--- src/rtl/unidade_controle.sv ---
// ============================================================================
//  Module      : unidade_controle
//  Description : Instruction sequencer sitting in front of the matrix ALU.
//                Host instructions fill operand registers A and B (25 signed
//                bytes each, row-major). ALU operations drive the ALU and wait
//                for its done. The 200-bit result is captured and its
//                elements are served back to the host with STORE.
//
//  Instruction : op[3:0], sel[4] (0=A, 1=B), idx[9:5], data[17:10]
//
//  Ports
//    clk, reset        : rising-edge clock, synchronous active-high reset
//    instr/_valid      : host instruction word and its qualifier
//    instr_ready       : high only in IDLE while reset is low
//    rd_data/rd_valid  : result element returned by STORE (one-cycle pulse)
//    busy              : high in every state other than IDLE
//    err               : sticky error flag, cleared by reset or an accepted NOP
//    alu_opcode        : ALU opcode (0000 outside EXEC)
//    alu_escalar       : ALU scalar operand, latched when the ALU op is accepted
//    alu_matrizA/B     : operand registers A and B
//    alu_resultado     : ALU result matrix
//    alu_done          : ALU done level (stale for one cycle after a new op)
//
//  Build option
//    CLEAR_CMD_EN      : when defined, op 1101 (CLR) zeroes A or B through the
//                        LOAD state; when undefined, 1101 is an invalid op.
//
//  Revision    : 1.0 - initial release
// ============================================================================
`default_nettype none

module unidade_controle #(
    parameter int TIMEOUT = 64,
    parameter int TW      = 7
) (
    input  logic         clk,
    input  logic         reset,
    input  logic [31:0]  instr,
    input  logic         instr_valid,
    output logic         instr_ready,
    output logic [7:0]   rd_data,
    output logic         rd_valid,
    output logic         busy,
    output logic         err,
    output logic [3:0]   alu_opcode,
    output logic [7:0]   alu_escalar,
    output logic [199:0] alu_matrizA,
    output logic [199:0] alu_matrizB,
    input  logic [199:0] alu_resultado,
    input  logic         alu_done
);

    typedef enum logic [2:0] {
        S_IDLE  = 3'd0,
        S_LOAD  = 3'd1,
        S_STORE = 3'd2,
        S_EXEC  = 3'd3,
        S_CLEAR = 3'd4
    } state_t;

    localparam logic [3:0]    c_OP_NOP    = 4'h0;
    localparam logic [3:0]    c_OP_LOAD   = 4'h1;
    localparam logic [3:0]    c_OP_STORE  = 4'h2;
    localparam logic [3:0]    c_OP_ALU_LO = 4'h3;
    localparam logic [3:0]    c_OP_ALU_HI = 4'hC;
    localparam logic [4:0]    c_N_ELEM    = 5'd25;
    // Counter holds (EXEC cycle number - 1), so this value marks the last
    // permitted EXEC cycle.
    localparam logic [TW-1:0] c_TMO_LAST  = TW'(TIMEOUT - 1);

    // ------------------------------------------------------------------
    // Registers
    // ------------------------------------------------------------------
    state_t          r_state;
    logic [199:0]    r_mat_a;
    logic [199:0]    r_mat_b;
    logic [199:0]    r_result;
    logic [3:0]      r_alu_opcode;
    logic [7:0]      r_escalar;
    logic [7:0]      r_rd_data;
    logic            r_rd_valid;
    logic            r_err;
    logic            r_sel;
    logic [4:0]      r_idx;
    logic [7:0]      r_data;
    logic            r_clr;
    logic [TW-1:0]   r_cnt;

    // ------------------------------------------------------------------
    // Instruction decode
    // ------------------------------------------------------------------
    logic [3:0] w_op;
    logic       w_sel;
    logic [4:0] w_idx;
    logic [7:0] w_data;
    logic       w_accept;
    logic       w_idx_ok;
    logic       w_is_alu;
    logic       w_is_clr;
    logic [7:0] w_in_off;
    logic [7:0] w_reg_off;
    logic       w_unused_instr;

    assign w_op      = instr[3:0];
    assign w_sel     = instr[4];
    assign w_idx     = instr[9:5];
    assign w_data    = instr[17:10];
    assign w_accept  = instr_valid && instr_ready;
    assign w_idx_ok  = (w_idx < c_N_ELEM);
    assign w_is_alu  = (w_op >= c_OP_ALU_LO) && (w_op <= c_OP_ALU_HI);
    // Byte offset of an element: idx*8 (max 24*8 = 192 fits in 8 bits)
    assign w_in_off  = {w_idx, 3'b000};
    assign w_reg_off = {r_idx, 3'b000};
    assign w_unused_instr = ^instr[31:18];

`ifdef CLEAR_CMD_EN
    assign w_is_clr = (w_op == 4'hD);
`else
    assign w_is_clr = 1'b0;
`endif

    // ------------------------------------------------------------------
    // Sequencer
    // ------------------------------------------------------------------
    always_ff @(posedge clk) begin
        if (reset) begin
            r_state      <= S_IDLE;
            r_mat_a      <= '0;
            r_mat_b      <= '0;
            r_result     <= '0;
            r_alu_opcode <= 4'h0;
            r_escalar    <= 8'h00;
            r_rd_data    <= 8'h00;
            r_rd_valid   <= 1'b0;
            r_err        <= 1'b0;
            r_sel        <= 1'b0;
            r_idx        <= 5'd0;
            r_data       <= 8'h00;
            r_clr        <= 1'b0;
            r_cnt        <= '0;
        end else begin
            r_rd_valid <= 1'b0;
            case (r_state)
                S_IDLE: begin
                    if (w_accept) begin
                        if (w_op == c_OP_NOP) begin
                            r_err <= 1'b0;
                        end else if (w_op == c_OP_LOAD) begin
                            if (w_idx_ok) begin
                                r_sel   <= w_sel;
                                r_idx   <= w_idx;
                                r_data  <= w_data;
                                r_clr   <= 1'b0;
                                r_state <= S_LOAD;
                            end else begin
                                r_err <= 1'b1;
                            end
                        end else if (w_op == c_OP_STORE) begin
                            if (w_idx_ok) begin
                                r_rd_data  <= r_result[w_in_off +: 8];
                                r_rd_valid <= 1'b1;
                                r_state    <= S_STORE;
                            end else begin
                                r_err <= 1'b1;
                            end
                        end else if (w_is_alu) begin
                            r_alu_opcode <= w_op;
                            r_escalar    <= w_data;
                            r_cnt        <= '0;
                            r_state      <= S_EXEC;
                        end else if (w_is_clr) begin
                            r_sel   <= w_sel;
                            r_clr   <= 1'b1;
                            r_state <= S_LOAD;
                        end else begin
                            r_err <= 1'b1;
                        end
                    end
                end

                S_LOAD: begin
                    if (r_clr) begin
                        if (r_sel) r_mat_b <= '0;
                        else       r_mat_a <= '0;
                    end else begin
                        if (r_sel) r_mat_b[w_reg_off +: 8] <= r_data;
                        else       r_mat_a[w_reg_off +: 8] <= r_data;
                    end
                    r_clr   <= 1'b0;
                    r_state <= S_IDLE;
                end

                S_STORE: begin
                    r_state <= S_IDLE;
                end

                S_EXEC: begin
                    // done on the first EXEC cycle belongs to the previous
                    // operation; done beats timeout when both coincide.
                    if ((r_cnt != '0) && alu_done) begin
                        r_result     <= alu_resultado;
                        r_alu_opcode <= 4'h0;
                        r_state      <= S_CLEAR;
                    end else if (r_cnt == c_TMO_LAST) begin
                        r_err        <= 1'b1;
                        r_alu_opcode <= 4'h0;
                        r_state      <= S_CLEAR;
                    end else begin
                        r_cnt <= r_cnt + 1'b1;
                    end
                end

                S_CLEAR: begin
                    // Wait for the ALU to drop done so the next op starts clean
                    if (!alu_done) r_state <= S_IDLE;
                end

                default: begin
                    r_alu_opcode <= 4'h0;
                    r_state      <= S_IDLE;
                end
            endcase
        end
    end

    // ------------------------------------------------------------------
    // Outputs
    // ------------------------------------------------------------------
    assign instr_ready = (r_state == S_IDLE) && !reset;
    assign busy        = (r_state != S_IDLE);
    assign rd_data     = r_rd_data;
    assign rd_valid    = r_rd_valid;
    assign err         = r_err;
    assign alu_opcode  = r_alu_opcode;
    assign alu_escalar = r_escalar;
    assign alu_matrizA = r_mat_a;
    assign alu_matrizB = r_mat_b;

endmodule

`default_nettype wire

--- config.mk ---
export PLATFORM = sky130hd
export DESIGN_NAME = unidade_controle
export DESIGN_NICKNAME = d
export VERILOG_FILES = /design/src/rtl/unidade_controle.sv
export SDC_FILE = /design/constraint.sdc
export NUM_CORES = 1
export LEC_CHECK = 0
export CAP_MARGIN = 20
export CORE_ASPECT_RATIO = 0.75
export CORE_MARGIN = 2
export CORE_UTILIZATION = 40
export CTS_BUF_LIST = sky130_fd_sc_hd__clkbuf_2 sky130_fd_sc_hd__clkbuf_4 sky130_fd_sc_hd__clkbuf_8
export DETAILED_ROUTE_END_ITERATION = 10
export DONT_BUFFER_PORTS = 1
export PLACE_DENSITY_LB_ADDON = 0.1
export SYNTH_ARGS = -nofsm -noshare
export SYNTH_HDL_FRONTEND = slang
export SYNTH_SLANG_ARGS = --single-unit
--- constraint.sdc ---
create_clock -name clk -period 2.5 [get_ports clk]
set_input_delay 0.5 -clock clk [delete_from_list [all_inputs] [get_ports clk]]
set_output_delay 0.5 -clock clk [all_outputs]
set_load 0.005 [all_outputs]
==> results of run 1 <==
==> worst register-to-register path, stage by stage, from the launching register on <==
cell	delay (ns)
dfxtp_1	0.33
inv_1	0.06
ha_1	0.24
buf_4	0.17
or2_0	0.25
o31a_1	0.26
buf_4	0.21
nor3_4	0.12
buf_4	0.24
mux2i_1	0.26
nor2_1	0.06
==> how the worst max path moves through the flow <==
stage | endpoint | slack, ns | cells past startpoint
2_1_floorplan | alu_matrizB[168] | -0.005 | 10
3_3_place_gp | alu_matrizA[114] | 0.08 | 7
3_5_place_dp | alu_matrizA[97] | 0.09 | 6
4_1_cts | alu_matrizA[182] | 0.05 | 8
5_1_grt | alu_escalar[7] | 0.009 | 8
6_report | alu_matrizB[27] | 0.14 | 10
==> cell usage in the layout, fill, tap and decap left out, drive strengths merged, types with 12 or more instances in the layout <==
cell	count
mux2i	321
nand3	104
dfxtp	646
nand2b	12
o22ai	14
nor2	229
a211oi	14
o21ai	87
nand2	607
buf	122
mux4	41
and2	32
nand4	54
nor3	37
clkbuf	166
mux2	14
dlygate4sd3	185
a21oi	320
==> logic make-up (layout without fill, tap and decap cells) <==
family	after synthesis	count (layout)	synth area share
AO/OA/AOI/OAI	457	457	0.0936
XOR/XNOR	8	8	0.00272
adder cells (fa/ha/maj)	6	6	0.00291
buffers and inverters	248	502	0.0372
flip-flops	646	646	0.502
multiplexers	376	376	0.167
other	0	1	0
AND/OR/NAND/NOR	1124	1124	0.195
==> area by class of cell <==
class                   instances  area (um2)  area share
diodes                          1        2.50   0.0000798
repair buffers                307        3010      0.0959
clock inverters                20         216     0.00690
well taps                     861        1080      0.0343
clock buffers                 166        2040      0.0651
flip-flops and latches        646       12900       0.413
inverters                       9        36.3     0.00116
multi-input cells            1971       12000       0.384
==> flip-flops by register name, summed over array words and instances, names as in the netlist <==
signal	cells
rd_valid	1
r_result	200
r_cnt	7
alu_opcode	4
r_idx	5
alu_matrizB	200
r_state	3
err	1
r_data	8
alu_matrizA	200
r_sel	1
alu_escalar	8
rd_data	8
==> metrics by stage <==
stage	hold WS [ns]	total power, mW	setup TNS [ns]	util
finish	-0.117	20.8	0	0.493
detailed placement	0.444	10.9	0	0.427
global placement	0.437	10.9	0	0.427
floorplan	0.433	10.9	-0.0794	-
global route	-0.171	21.4	0	0.493
CTS	-0.180	20.9	0	0.486
==> layer usage <==
| metal | global-route usage | routed length (um) | up-vias |
|---|---|---|---|
| li1 | - | - | 10200 |
| met1 | 0.333 | 38300 | 10600 |
| met2 | 0.426 | 43100 | 774 |
| met3 | 0.0766 | 6830 | 161 |
| met4 | 0.0916 | 3050 | 0 |
| met5 | 0 | 0 | - |
==> repair_timing <==
action	in CTS	in global routing
setup buffers	0	1
hold buffers	145	40
endpoints found under the setup margin	0	74
hold endpoints to repair	493	230
resized for setup	0	6
==> power by group through the flow <==
stage	sequential, mW	clock, mW	combinational (mW)
2_1_floorplan	10.6	0	0.369
3_3_place_gp	10.6	0	0.290
3_5_place_dp	10.6	0	0.295
4_1_cts	10.4	10.1	0.493
5_1_grt	10.3	10.5	0.582
6_report	10.4	9.87	0.546
==> results.yml, run 1 <==
hold_path:
  hp-class: "in -> reg"
  hold_start: "reset"
  whs_path_depth: 1
  whs_endpoint: "r_result[100]"
power:
  switchingPower_mw: 4.58
  power_frac_seq: 0.498
  ir_worst_vdd_mv: 0.395
  power_density_nw_per_um2: 662
  combPwrFrac: 0.026
  leakagePower_nw: 11.4
  p_clk_frac: 0.475
  switching_share: 0.220
  internal_power_mw: 16.2
worst_setup_path:
  worstPathRequired_ns: 3.05
  crit_chain: "inv_1 > ha_1 > buf_4 > or2_0 > o31a_1 > buf_4 > nor3_4 > buf_4 > mux2i_1 > nor2_1"
  crit_path_top_delay_cell: "dfxtp_1"
  crit_top_cell: "buf_4"
  cp.buffers_inverters: 4
  cp_top_family: "buffers and inverters"
  reg2reg_to: "alu_matrizB[27]"
  critical_path_class: "reg -> reg"
  max_stage_delay_ns: 0.33
  cp_data_arrival_time_ns: 2.91
  startpoint: "r_idx[0]"
  start_kind: "register"
  r2r_setup_slack_ns: 0.14
  rr_worst_depth: 10
  end_kind: "register"
  crit_fanout: 8
  reg2reg_from: "r_idx[0]"
synth:
  synth_seq_cells: 646
  synth_edf_count: 0
  synth_area_um2: 25800
  synthArstFlopShare: 0
  synthesis.nets: 3107
  synth_top_cell_by_area: "dfxtp_1"
  synthCells: 2865
  netlist.area_leader.share: 0.502
  synth_seq_area_share: 0.502
  avgSynthCellArea_um2: 9.00
  synthMostInstantiatedCell: "dfxtp_1"
  yosysWarnings: 0
  ys_types: 65
  synthFlopType: "dfxtp_1"
  yosys-top-cells-area: "dfxtp_1 50%, mux2i_1 12%, nand2_1 8.8%"
  synth_common_cells: "646 x dfxtp_1, 607 x nand2_1, 321 x mux2i_1, 320 x a21oi_1, 225 x nor2_1"
die:
  fp.dieArea_um2: 66500
  fp.coreArea_um2: 63700
  io_pins: 660
  start_util: 0.405
  die_h_um: 224
  rows: 80
  die_width_um: 297
timing:
  slew_violations: 137
  worstMarginPinSlew_ns: 1.62
  min_period_ns: 2.36
  finalCritPeriodShare: 0.944
  fin_ws_ns: 0.141
  maxSlewHeadroom: -0.0813
  timing.hold.ws_ns: -0.117
  fmax_mhz: 424
  rsz0062_at_grt: "no"
  final.setup_skew_ns: 0.0255
  hold_violations: 60
  setup_violations: 0
final_layout:
  final_area_um2: 31400
  num-fill-cells: 6027
  final_cell_count_no_fill: 3981
  drive_gt1_frac: 0.136
  syn2layout_area_growth_pct: 21.7
  nets: 3280
job:
  cap_viol_max_count: 0
clock_network:
  cts.clk_slew.worst_paths_ns: 0.07
  clock-sinks: 646
  ctsLongestPathBuffers: 3
  cts_made_buffers: 103
  cts_tree: "built"
  insertion_delay_ns: 0.71
  htreeDepth: 3
  cts_root_buf: "clkbuf_8"
global_routing:
  grt_usage: 0.262
  overflow: 0
  grt_start_max_net_pins: 524
  grt_pass1_wl_mm: 134
  antenna_found_initial: 2
  grt_pass1_vias: 20700
detailed_routing:
  wl_per_cell_um: 22.9
  viasPerCell: 5.45
  drt-initial-drc-count: 1896
  drcViolationCount: 0
  postRouteAntennaNets: 0
  routed_wirelength_mm: 91.3
  vias: 21700
  first_pass_iters: 7
placed_design:
  dp.final_hpwl_mm: 62.6
  dp.cells: 3608
  port_buffers: 0
  place_ws_ns: 0.0948
  dpl_cell_area_um2: 27200
  place_congestion: 0.837
outcome:
  outcome: "complete, but fails checks"
  violations: "hold timing, slew limit"
Power figures use the tool's default switching activity.
==> inputs of run 2 (changes only) <==
- ABC_AREA: unset -> 1
==> results.yml, run 2 <==
global_routing:
  grt_start_max_net_pins: 131
  antenna_found_initial: 11
  grt_pass1_vias: 22800
  overflow: 0
  grt_usage: 0.268
  grt_pass1_wl_mm: 144
job:
  cap_viol_max_count: 0
synth:
  synth_top_cell_by_area: "dfxtp_1"
  synth-xor-area-share: 0.00130
  synthArstFlopShare: 0
  synthMuxAreaShare: 0
  synth-compound-area-share: 0.194
  synthFlopType: "dfxtp_1"
  synthAdderAreaFrac: 0.00279
  avgSynthCellArea_um2: 7.06
  synthMostInstantiatedCell: "dfxtp_1"
  synth_area_um2: 26900
  synth_seq_cells: 646
  synth_top_family_by_area: "simple AND/OR/NAND/NOR gates"
  synthCells: 3816
  synth_common_cells: "646 x dfxtp_1, 623 x inv_1, 574 x nand2_1, 490 x a21oi_1, 490 x o21ai_0"
  synth-simple-area-share: 0.196
  synth_edf_count: 0
  netlist.area_leader.share: 0.480
  yosysWarnings: 0
  synth_seq_area_share: 0.480
  yosys-top-cells-area: "dfxtp_1 48%, a21oi_1 9.1%, o21ai_0 9.1%"
  synthesis.nets: 4058
  ys_types: 33
timing:
  worstMarginPinSlew_ns: 0.540
  min_period_ns: 2.44
  maxSlewHeadroom: 0.639
  final.setup_skew_ns: 0.0362
  rsz0062_at_grt: "yes"
  fmax_mhz: 409
  timing.hold.ws_ns: 0.0566
  setup_violations: 0
  fin_tns_setup_ns: 0
  hold_violations: 0
  slew_violations: 0
  finalCritPeriodShare: 0.977
outcome:
  outcome: "complete, no violations"
power:
  fin_total_pwr_mw: 22.3
  switching_share: 0.253
  internal_power_mw: 16.6
  p_clk_frac: 0.445
  power_frac_seq: 0.474
  combPwrFrac: 0.081
  leakagePower_nw: 13.6
  ir_worst_vdd_mv: 0.584
  switchingPower_mw: 5.64
  power_density_nw_per_um2: 681
placed_design:
  place_congestion: 0.834
  dp.final_hpwl_mm: 67.9
  port_buffers: 0
final_layout:
  drive_gt1_frac: 0.0892
  nets: 4244
  syn2layout_area_growth_pct: 21.4
  final_cell_mix: "646 x dfxtp_1, 620 x inv_1, 573 x nand2_1"
  layout_commonest_cell: "dfxtp_1"
detailed_routing:
  first_pass_iters: 6
  wl_per_cell_um: 19.4
  routed_wirelength_mm: 96.3
  drt-initial-drc-count: 1933
  drcViolationCount: 0
  viasPerCell: 4.95
  postRouteAntennaNets: 0
  vias: 24600
clock_network:
  clock-sinks: 646
  insertion_delay_ns: 0.74
  cts_setup_buffers: 0
  cts_made_buffers: 106
  cts.clk_slew.worst_paths_ns: 0.07
  htreeDepth: 3
  cts_tree: "built"
  ctsLongestPathBuffers: 3
  cts_root_buf: "clkbuf_8"
worst_setup_path:
  max_stage_delay_ns: 0.45
  r2r_setup_slack_ns: 0.06
  start_kind: "register"
  worstPathRequired_ns: 3.15
  crit_fanout: 13
  end_kind: "register"
  crit_path_top_delay_cell: "nor3_1"
  critical_path_class: "reg -> reg"
  crit_chain: "inv_2 > ha_1 > inv_1 > nor3_1 > nand2_1 > nor2_1 > o21ai_0 > a21oi_1"
  cp_data_arrival_time_ns: 3.09
die:
  die_h_um: 229
  fp.dieArea_um2: 69400
  fp.coreArea_um2: 66700
  rows: 82
  die_width_um: 304
  io_pins: 660
  start_util: 0.404
hold_path:
  hp-class: "in -> reg"
==> run 2: cell types whose count changed in the layout (fill, tap and decap cells not counted), sizes merged, moves of 32 or more <==
cell,before,now
inv,9,632
o21ai,87,492
mux2i,321,0
a21oi,320,490
nor2,229,397
nand3,104,216
mux4,41,0
and2,32,0
==> run 2: cell families after synthesis <==
kind of cell / Yosys count
and+or+nand+nor: 1258
AOI/OAI and AO/OA: 1023
buffers and inverters: 879
DFF: 646
adders and majority gates: 6
xor gates and xnor gates: 4
==> run 2: final cells by class <==
cell class,instances,area (um2)
Sequential cell,646,12900
Tap cell,882,1100
Antenna cell,10,25.0
Fill cell,6810,34000
Inverter,632,2390
Timing Repair Buffer,325,3200
Multi-Input combinational cell,2291,10800
Clock inverter,15,141
Clock buffer,170,2110
==> run 2: worst paths after layout <==
path,start,cells after the start,to
max reg2reg,r_idx[0],8,alu_matrizB[9]
min reg2reg,r_result[68],2,r_result[68]
max,r_idx[0],8,alu_matrizB[9]
min,instr[14],2,r_data[4]
==> run 2: metal layers <==
metal / global-route usage / routed length (um)
met4: 0.0822 / 2610
met2: 0.398 / 40900
met1: 0.367 / 43900
met3: 0.0889 / 8810
met5: 0 / 13
==> run 2: power by group through the flow <==
stage          logic, mW  registers [mW]  clock network, mW
2_1_floorplan       1.05            10.7                  0
3_3_place_gp        1.44            10.8                  0
3_5_place_dp        1.44            10.8                  0
4_1_cts             1.77            10.6               10.1
5_1_grt             2.00            10.6               10.6
6_report            1.80            10.6               9.91
==> run 2: metrics by stage <==
step	instance area [um2]	utilization	worst slack (ns)	std cells
2_1_floorplan	26900	-	0.0823	3816
3_3_place_gp	28100	0.421	0.0468	4561
3_5_place_dp	28100	0.421	0.0126	4561
4_1_cts	32500	0.487	-0.00459	4961
5_1_grt	32700	0.490	-0.0327	4968
6_report	32700	0.490	0.0563	4971
==> run 2: what timing repair did <==
action	4_1_cts	5_1_grt
endpoints found under the hold margin	282	0
hold buffers	215	0
setup endpoints to repair	2	134
gates resized for setup	0	36
pin swaps	0	2
==> run 2: critical path: cells and delay by family, from the launching register on <==
kind,cells,cell delay [ns]
adders and majority gates,1,0.35
and+or+nand+nor,3,0.98
DFF,1,0.42
buffers and inverters,2,0.29
AOI/OAI and AO/OA,2,0.30
==> inputs of run 3 (changes only) <==
- CORE_ASPECT_RATIO: 0.75 -> 0.5
==> results.yml, run 3 (synthesis gave the netlist of run 2 again) <==
clock_network:
  clock-sinks: 646
  ctsLongestPathBuffers: 3
  cts_made_buffers: 98
  insertion_delay_ns: 0.75
  cts_root_buf: "clkbuf_8"
  cts_tree: "built"
  cts.clk_slew.worst_paths_ns: 0.07
  htreeDepth: 3
final_layout:
  num-fill-cells: 6769
  final_area_um2: 32500
  multi_input_area_um2: 10800
  seq_area_um2: 12900
  layout_commonest_cell: "dfxtp_1"
  drive_gt1_frac: 0.0854
  nets: 4219
  syn2layout_area_growth_pct: 20.8
  final_cell_mix: "646 x dfxtp_1, 619 x inv_1, 571 x nand2_1"
global_routing:
  antenna_found_initial: 9
  grt_start_max_net_pins: 204
  overflow: 0
  grt_usage: 0.253
  grt_pass1_vias: 22800
  grt_pass1_wl_mm: 137
detailed_routing:
  vias: 24600
  routed_wirelength_mm: 90.9
  viasPerCell: 4.95
  wl_per_cell_um: 18.3
  drt-initial-drc-count: 1747
  drcViolationCount: 0
  first_pass_iters: 5
  postRouteAntennaNets: 0
power:
  power_density_nw_per_um2: 681
  switching_share: 0.251
  power_frac_seq: 0.476
  p_clk_frac: 0.443
  switchingPower_mw: 5.56
  internal_power_mw: 16.6
  fin_total_pwr_mw: 22.1
  combPwrFrac: 0.081
  ir_worst_vdd_mv: 0.351
  leakagePower_nw: 13.5
timing:
  worstMarginPinSlew_ns: 0.778
  hold_violations: 0
  rsz0062_at_grt: "yes"
  min_period_ns: 2.35
  finalCritPeriodShare: 0.940
  final.setup_skew_ns: 0.0304
  maxSlewHeadroom: 0.481
  setup_violations: 0
  slew_violations: 0
  fmax_mhz: 426
worst_setup_path:
  crit_fanout: 15
  cp_data_arrival_time_ns: 2.99
  end_kind: "register"
  critical_path_class: "reg -> reg"
  worstPathRequired_ns: 3.14
  start_kind: "register"
die:
  rows: 67
  fp.coreArea_um2: 66800
  die_h_um: 187
  start_util: 0.403
  fp.dieArea_um2: 69600
  die_width_um: 371
  io_pins: 660
hold_path:
  hp-class: "in -> reg"
placed_design:
  place_congestion: 0.836
  dpl_cell_area_um2: 27900
  dp.final_hpwl_mm: 62.5
  port_buffers: 0
job:
  cap_viol_max_count: 0
outcome:
  outcome: "complete, no violations"
## run 3: changes by cell type in the layout (fill, tap and decap cells not counted), moves of 3 or more
cell,delta
dlygate4sd3_1,+4
nand3_2,+12
clkbuf_8,-5
buf_12,-4
clkbuf_4,-4
buf_4,-19
nor3_1,+3
nand3_1,-11
## run 3: area by class of cell
cell class	instances	area share
antenna	9	0.000692
clock buffer	161	0.0620
clock inverter	15	0.00562
inverter	632	0.0736
multi-input combinational	2291	0.333
sequential	646	0.398
tap	897	0.0345
timing repair buffer	307	0.0930
timing repair inverter	1	0.000231
## run 3: worst max-delay path, stage by stage, from the launching register on
cell and delay, ns:
dfxtp_1 0.34, inv_1 0.12, ha_2 0.22, nand2_1 0.12, o21ai_2 0.14, nand2_2 0.10
inv_4 0.20, nand3_2 0.22, clkinv_2 0.25, nand3_2 0.29, nor2_1 0.19, nor2_1 0.06
## run 3: what timing repair did
item                       4_1_cts  5_1_grt
setup endpoints to repair       21      255
hold endpoints to repair       287        0
cloned                           0        1
buffers inserted                 0        2
hold buffers                   219        0
pin swaps                        0        1
resized for setup                6       43
## run 3: metrics by stage
| step | hold slack (ns) | setup WS, ns | cells | setup TNS [ns] | util |
|---|---|---|---|---|---|
| floorplan | 0.420 | 0.0823 | 3816 | 0 | - |
| global placement | 0.431 | 0.0277 | 4552 | 0 | 0.417 |
| detailed placement | 0.431 | -0.0237 | 4552 | -0.149 | 0.417 |
| CTS | 0.00723 | 0.00172 | 4947 | 0 | 0.483 |
| global route | 0.0223 | -0.0792 | 4959 | -0.663 | 0.487 |
| finish | 0.0846 | 0.150 | 4959 | 0 | 0.487 |
## run 3: path summary, 6_finish.rpt
kind         depth (start not counted)              end               from  slack, ns
max                                 11  alu_matrizB[98]           r_idx[1]       0.15
min                                  2     r_result[26]  alu_resultado[26]       0.08
max reg2reg                         11  alu_matrizB[98]           r_idx[1]       0.15
min reg2reg                          2    r_result[100]      r_result[100]       0.44
## run 3: layer usage
layer  wire [um]  GRT usage  vias up
met3        4510     0.0534      132
met2       46000      0.447      557
li1            -          -    12400
met4        2370     0.0782        0
met5           0          0        -
met1       38100      0.308    11400
## run 3: power groups by stage
stage / clock (mW) / sequential (mW) / combinational, mW
final: 9.81 / 10.5 / 1.79
after global routing: 10.5 / 10.5 / 2.00
after CTS: 10.1 / 10.5 / 1.76
after detailed placement: 0 / 10.8 / 1.42
after global placement: 0 / 10.8 / 1.41
after floorplan: 0 / 10.7 / 1.05
